### src/rtl/incubator_sched.sv
// Incubator heater/cooler scheduler: four-state FSM with minimum-on and guard dwell times.
// Optional over-temperature alarm qualifier enabled by defining INCUBATOR_ALARM_EN.
module incubator_sched #(
  parameter int unsigned MIN_ON    = 16,
  parameter int unsigned GUARD_CYC = 4
) (
  input  logic       clk,
  input  logic       rst_n,
  input  logic [7:0] T,
  output logic       Heater,
  output logic       Cooler,
  output logic [1:0] STATE,
  output logic       ALARM
);

  typedef enum logic [1:0] {
    StIdle  = 2'b00,
    StHeat  = 2'b01,
    StCool  = 2'b10,
    StGuard = 2'b11
  } state_e;

  localparam logic [7:0] MinOn    = MIN_ON[7:0];
  localparam logic [7:0] GuardCyc = GUARD_CYC[7:0];

  state_e     state_q, state_d;
  logic [7:0] cnt_q, cnt_d;
  logic [7:0] cnt_inc;
  logic       heater_q, heater_d;
  logic       cooler_q, cooler_d;

  assign cnt_inc = (cnt_q == 8'hFF) ? cnt_q : cnt_q + 8'd1;

  always_comb begin
    state_d = state_q;
    cnt_d   = cnt_q;
    unique case (state_q)
      StIdle: begin
        if (T < 8'd15) begin
          state_d = StHeat;
          cnt_d   = 8'd1;
        end else if (T > 8'd35) begin
          state_d = StCool;
          cnt_d   = 8'd1;
        end
      end
      StHeat: begin
        // Over-temperature exit ignores the minimum-on dwell.
        if ((T > 8'd45) || ((T >= 8'd30) && (cnt_q >= MinOn))) begin
          state_d = StGuard;
          cnt_d   = 8'd1;
        end else begin
          cnt_d = cnt_inc;
        end
      end
      StCool: begin
        if ((T < 8'd25) && (cnt_q >= MinOn)) begin
          state_d = StGuard;
          cnt_d   = 8'd1;
        end else begin
          cnt_d = cnt_inc;
        end
      end
      StGuard: begin
        if (cnt_q >= GuardCyc) begin
          state_d = StIdle;
        end else begin
          cnt_d = cnt_inc;
        end
      end
      default: begin
        state_d = StIdle;
      end
    endcase
    heater_d = (state_d == StHeat);
    cooler_d = (state_d == StCool);
  end

  always_ff @(posedge clk or negedge rst_n) begin
    if (!rst_n) begin
      state_q  <= StIdle;
      cnt_q    <= 8'd0;
      heater_q <= 1'b0;
      cooler_q <= 1'b0;
    end else begin
      state_q  <= state_d;
      cnt_q    <= cnt_d;
      heater_q <= heater_d;
      cooler_q <= cooler_d;
    end
  end

  assign Heater = heater_q;
  assign Cooler = cooler_q;
  assign STATE  = state_q;

`ifdef INCUBATOR_ALARM_EN
  logic [1:0] qual_q, qual_d;
  logic       alarm_q, alarm_d;

  always_comb begin
    qual_d  = qual_q;
    alarm_d = alarm_q;
    if (T >= 8'd50) begin
      if (qual_q != 2'd3) begin
        qual_d = qual_q + 2'd1;
      end
    end else begin
      qual_d = 2'd0;
    end
    // Set on the fourth consecutive hot sample; hold with hysteresis down to 40.
    if (alarm_q) begin
      alarm_d = (T >= 8'd40);
    end else if ((T >= 8'd50) && (qual_q == 2'd3)) begin
      alarm_d = 1'b1;
    end
  end

  always_ff @(posedge clk or negedge rst_n) begin
    if (!rst_n) begin
      qual_q  <= 2'd0;
      alarm_q <= 1'b0;
    end else begin
      qual_q  <= qual_d;
      alarm_q <= alarm_d;
    end
  end

  assign ALARM = alarm_q;
`else
  assign ALARM = 1'b0;
`endif

endmodule

### config.mk
export PLATFORM = sky130hd
export DESIGN_NAME = incubator_sched
export DESIGN_NICKNAME = d
export VERILOG_FILES = /design/src/rtl/incubator_sched.sv
export SDC_FILE = /design/constraint.sdc
export NUM_CORES = 1
export LEC_CHECK = 0
export CORE_ASPECT_RATIO = 1.1
export CORE_MARGIN = 2
export CORE_UTILIZATION = 30
export DETAILED_ROUTE_END_ITERATION = 10
export MAX_ROUTING_LAYER = met4
export PLACE_DENSITY = 0.5
export SETUP_SLACK_MARGIN = 0.1
export SLEW_MARGIN = 20
export SYNTH_ARGS = -nofsm -noshare
export SYNTH_HDL_FRONTEND = slang
export SYNTH_SLANG_ARGS = --single-unit
### constraint.sdc
create_clock -name clk -period 3.6 [get_ports clk]
set_input_delay 0.36 -clock clk [delete_from_list [all_inputs] [get_ports clk]]
set_output_delay 0.36 -clock clk [all_outputs]
set_load 0.01 [all_outputs]
==> flow_summary_export.csv <==
group,metric,value,unit
global_route,track_usage,15.3,%
cts,clk_path_buf_depth,2,
logic_synthesis,synth.most_common_cell,"dfrtp_1",
timing,max_freq,433,MHz
placed_design,hpwlAfterDp,1600,um
logic_synthesis,synth_edf_count,0,
route,drtAntennaViolNets,0,
power,max-vdd-ir-drop,0.318,mV
flow_run,maxCapViolCount,0,
worst_setup_path,cpPeakStageDelay,0.70,ns
route,drt_iter0_drc,11,
global_route,grt_max_degree,13,
timing,rsz0062_at_grt,"no",
cts,htree_levels,1,
cts,postCtsSetupRepairBufs,0,
cts,worstSkewPairLatency,0.28,ns
placed_design,postPlaceCellArea,1010,um^2
worst_setup_path,arrival,2.48,ns
timing,hold_violations,0,
power,p_seq_share,35.8,%
route,wirelength,2120,um
placed_design,gp_congestion,0.864,
worst_setup_path,crit_path_start_kind,"register",
timing,setup_viol,0,
power,power.leakage,0.000425,uW
floorplanning,die_w,55.3,um
route,drt-pass1-iter-count,3,
global_route,overflow,0,
cts,cts-resized-gates,0,
route,vias,759,
timing,finalCritPeriodShare,64.1,%
floorplanning,core,2750,um^2
worst_setup_path,worstPathRequired,3.77,ns
placed_design,portBuffers,13,
logic_synthesis,ys_seq_area_share,34.5,%
timing,holdWs,0.442,ns
power,p_sw_share,42.1,%
power,p_per_area,691,nW/um^2
logic_synthesis,synth_fp_nets,107,
worst_setup_path,slowest_stage,"or4_1",
timing,max-slew-margin-rel,37.9,%
power,clkPwrFrac,15.6,%
global_route,grt_pass1_vias,781,
timing,finalCriticalPeriod,2.31,ns
logic_synthesis,synth_top_area_share,34.5,%
logic_synthesis,ys_types,43,
global_route,grt_pass1_wl,3800,um
cts,clkTransAtPathRegs,0.09,ns
final_layout,multi_input_area,512,um^2
worst_setup_path,crit_chain,"or4_1, o311ai_4, nand3_2, mux2_1, and2_1",
logic_synthesis,ys_top_cells_by_area,"dfrtp_1 35%, nand2_1 4.3%, o311ai_4 3.0%, xnor2_1 3.0%, a21oi_1 2.9%",
global_route,antenna_found_initial,0,
timing,finClkSkew,0.00700,ns
logic_synthesis,synth_common_cells,"12 x dfrtp_1, 10 x nand2_1, 6 x inv_1",
final_layout,areaGrowthSynthToFinish,19.9,%
route,routedWlPerCell,15.1,um
worst_setup_path,cp.buffers_inverters,0,
hold_path,min_path_type,"in -> async",
final_layout,final_area,1040,um^2
logic_synthesis,synth_area,870,um^2
cts,cts_tree,"built",
logic_synthesis,synthFlopType,"dfrtp_1",
logic_synthesis,yosys_warnings,0,
worst_setup_path,worst-r2r-setup-slack,1.29,ns
worst_setup_path,cp_max_fo,6,
worst_setup_path,r2r-start,"cnt_q[4]$_DFFE_PN0P_",
power,power.share.combinational,48.7,%
final_layout,insertedDiodeCount,0,
logic_synthesis,ys_ff_latch,12,
power,power.internal,417,uW
logic_synthesis,synthArstFlopShare,100,%
timing,finalSetupTns,0,ns
logic_synthesis,syn_inst,95,
route,vias_per_cell,5.42,
final_layout,fin_nets,120,
worst_setup_path,cp_top_family,"simple AND/OR/NAND/NOR gates",
final_layout,drive_gt1_share,13.1,%
final_layout,seq_area,300,um^2
logic_synthesis,synth_top_cell_by_area,"dfrtp_1",
cts,root_buffer,"clkbuf_4",
worst_setup_path,reg2reg_to,"cnt_q[1]$_DFFE_PN0P_",
floorplanning,die_y,60.5,um
floorplanning,io_pins,15,
floorplanning,start_util,31.6,%
worst_setup_path,critPathKind,"reg -> reg",
cts,cts_made_buffers,3,
logic_synthesis,syn_avg_cell_area,9.15,um^2
cts,hold_buffers,0,
status,status,"finished, final reports clean",
worst_setup_path,reg2regPathDepth,5,
route,drc,0,
power,p_sw,303,uW
cts,cts_sinks,12,
final_layout,fill_cells,289,
timing,slew_viol_final,0,
floorplanning,rows,20,
floorplanning,die_area,3350,um^2
worst_setup_path,end_kind,"register",
timing,worst_pin_slew,0.926,ns
[registers in the layout, summed over array words and instances (netlist names)]
name    count
STATE       2
cnt_q       8
Cooler      1
Heater      1
[layer usage]
layer  wire length (um)  global-route usage (%)  up-vias  part of all wire, %
li1                   -                       -      377                    -
met1                986                    19.0      366                   47
met2               1040                    24.3       12                   49
met3                 66                    2.99        4                  3.1
met4                 26                    7.32        0                  1.2
met5                  0                       -        -                    0
[through the flow]
step           power (uW)  util, %  std cells  setup slack, ns
2_1_floorplan         513        -         95             1.55
3_3_place_gp          608     36.5        136             1.07
3_5_place_dp          613     36.5        136             1.05
4_1_cts               730     37.9        140             1.31
5_1_grt               794     37.9        140             1.16
6_report              720     37.9        140             1.29
[area by class of cell]
type,count,area share (%)
multi-input cells,72,49.1
repair buffers,13,12.5
well taps,33,3.96
flip-flops and latches,12,28.8
inverters,6,2.16
clock buffers,4,3.48
[cells in the final DEF, fill, tap and decap left out, types with 2 or more instances in the layout]
master	synthesis	final
clkbuf_4	0	3
xnor2_1	3	3
nand4b_1	2	2
nand2_1	10	10
a21oi_1	5	5
a211oi_1	3	3
and2_1	4	4
nand4_1	2	2
nor2_1	4	4
nor3_1	4	4
clkdlybuf4s50_1	0	13
and4_2	2	2
inv_1	6	6
nand3_1	4	4
ha_1	2	2
dfrtp_1	12	12
and3_1	2	2
o22a_1	2	2
[power by group through the flow]
stage / logic (uW) / registers [uW] / clock network (uW)
2_1_floorplan: 278 / 235 / 0
3_3_place_gp: 349 / 260 / 0
3_5_place_dp: 352 / 261 / 0
4_1_cts: 356 / 258 / 116
5_1_grt: 402 / 270 / 122
6_report: 350 / 257 / 112
[how the worst max path moves through the flow]
stage,slack [ns],from,to,depth (start not counted)
detailed placement,1.05,T[5],cnt_q[1]$_DFFE_PN0P_,6
global placement,1.07,T[2],cnt_q[6]$_DFFE_PN0P_,6
global route,1.16,T[2],cnt_q[6]$_DFFE_PN0P_,6
floorplan,1.55,cnt_q[4]$_DFFE_PN0P_,cnt_q[1]$_DFFE_PN0P_,6
CTS,1.31,cnt_q[4]$_DFFE_PN0P_,cnt_q[1]$_DFFE_PN0P_,5
finish,1.29,cnt_q[4]$_DFFE_PN0P_,cnt_q[1]$_DFFE_PN0P_,5
[cell families (layout without fill, tap and decap cells)]
kind of cell,count (synthesis),count (layout),synth area share [%]
and+or+nand+nor,40,40,26.6
AOI/OAI and AO/OA,25,25,24.6
other,1,1,0.431
DFF,12,12,34.5
adders and majority gates,2,2,2.88
muxes,1,1,1.29
buffers and inverters,11,23,6.62
xor gates and xnor gates,3,3,3.02
Note: power is estimated with default switching activity, not from simulation.
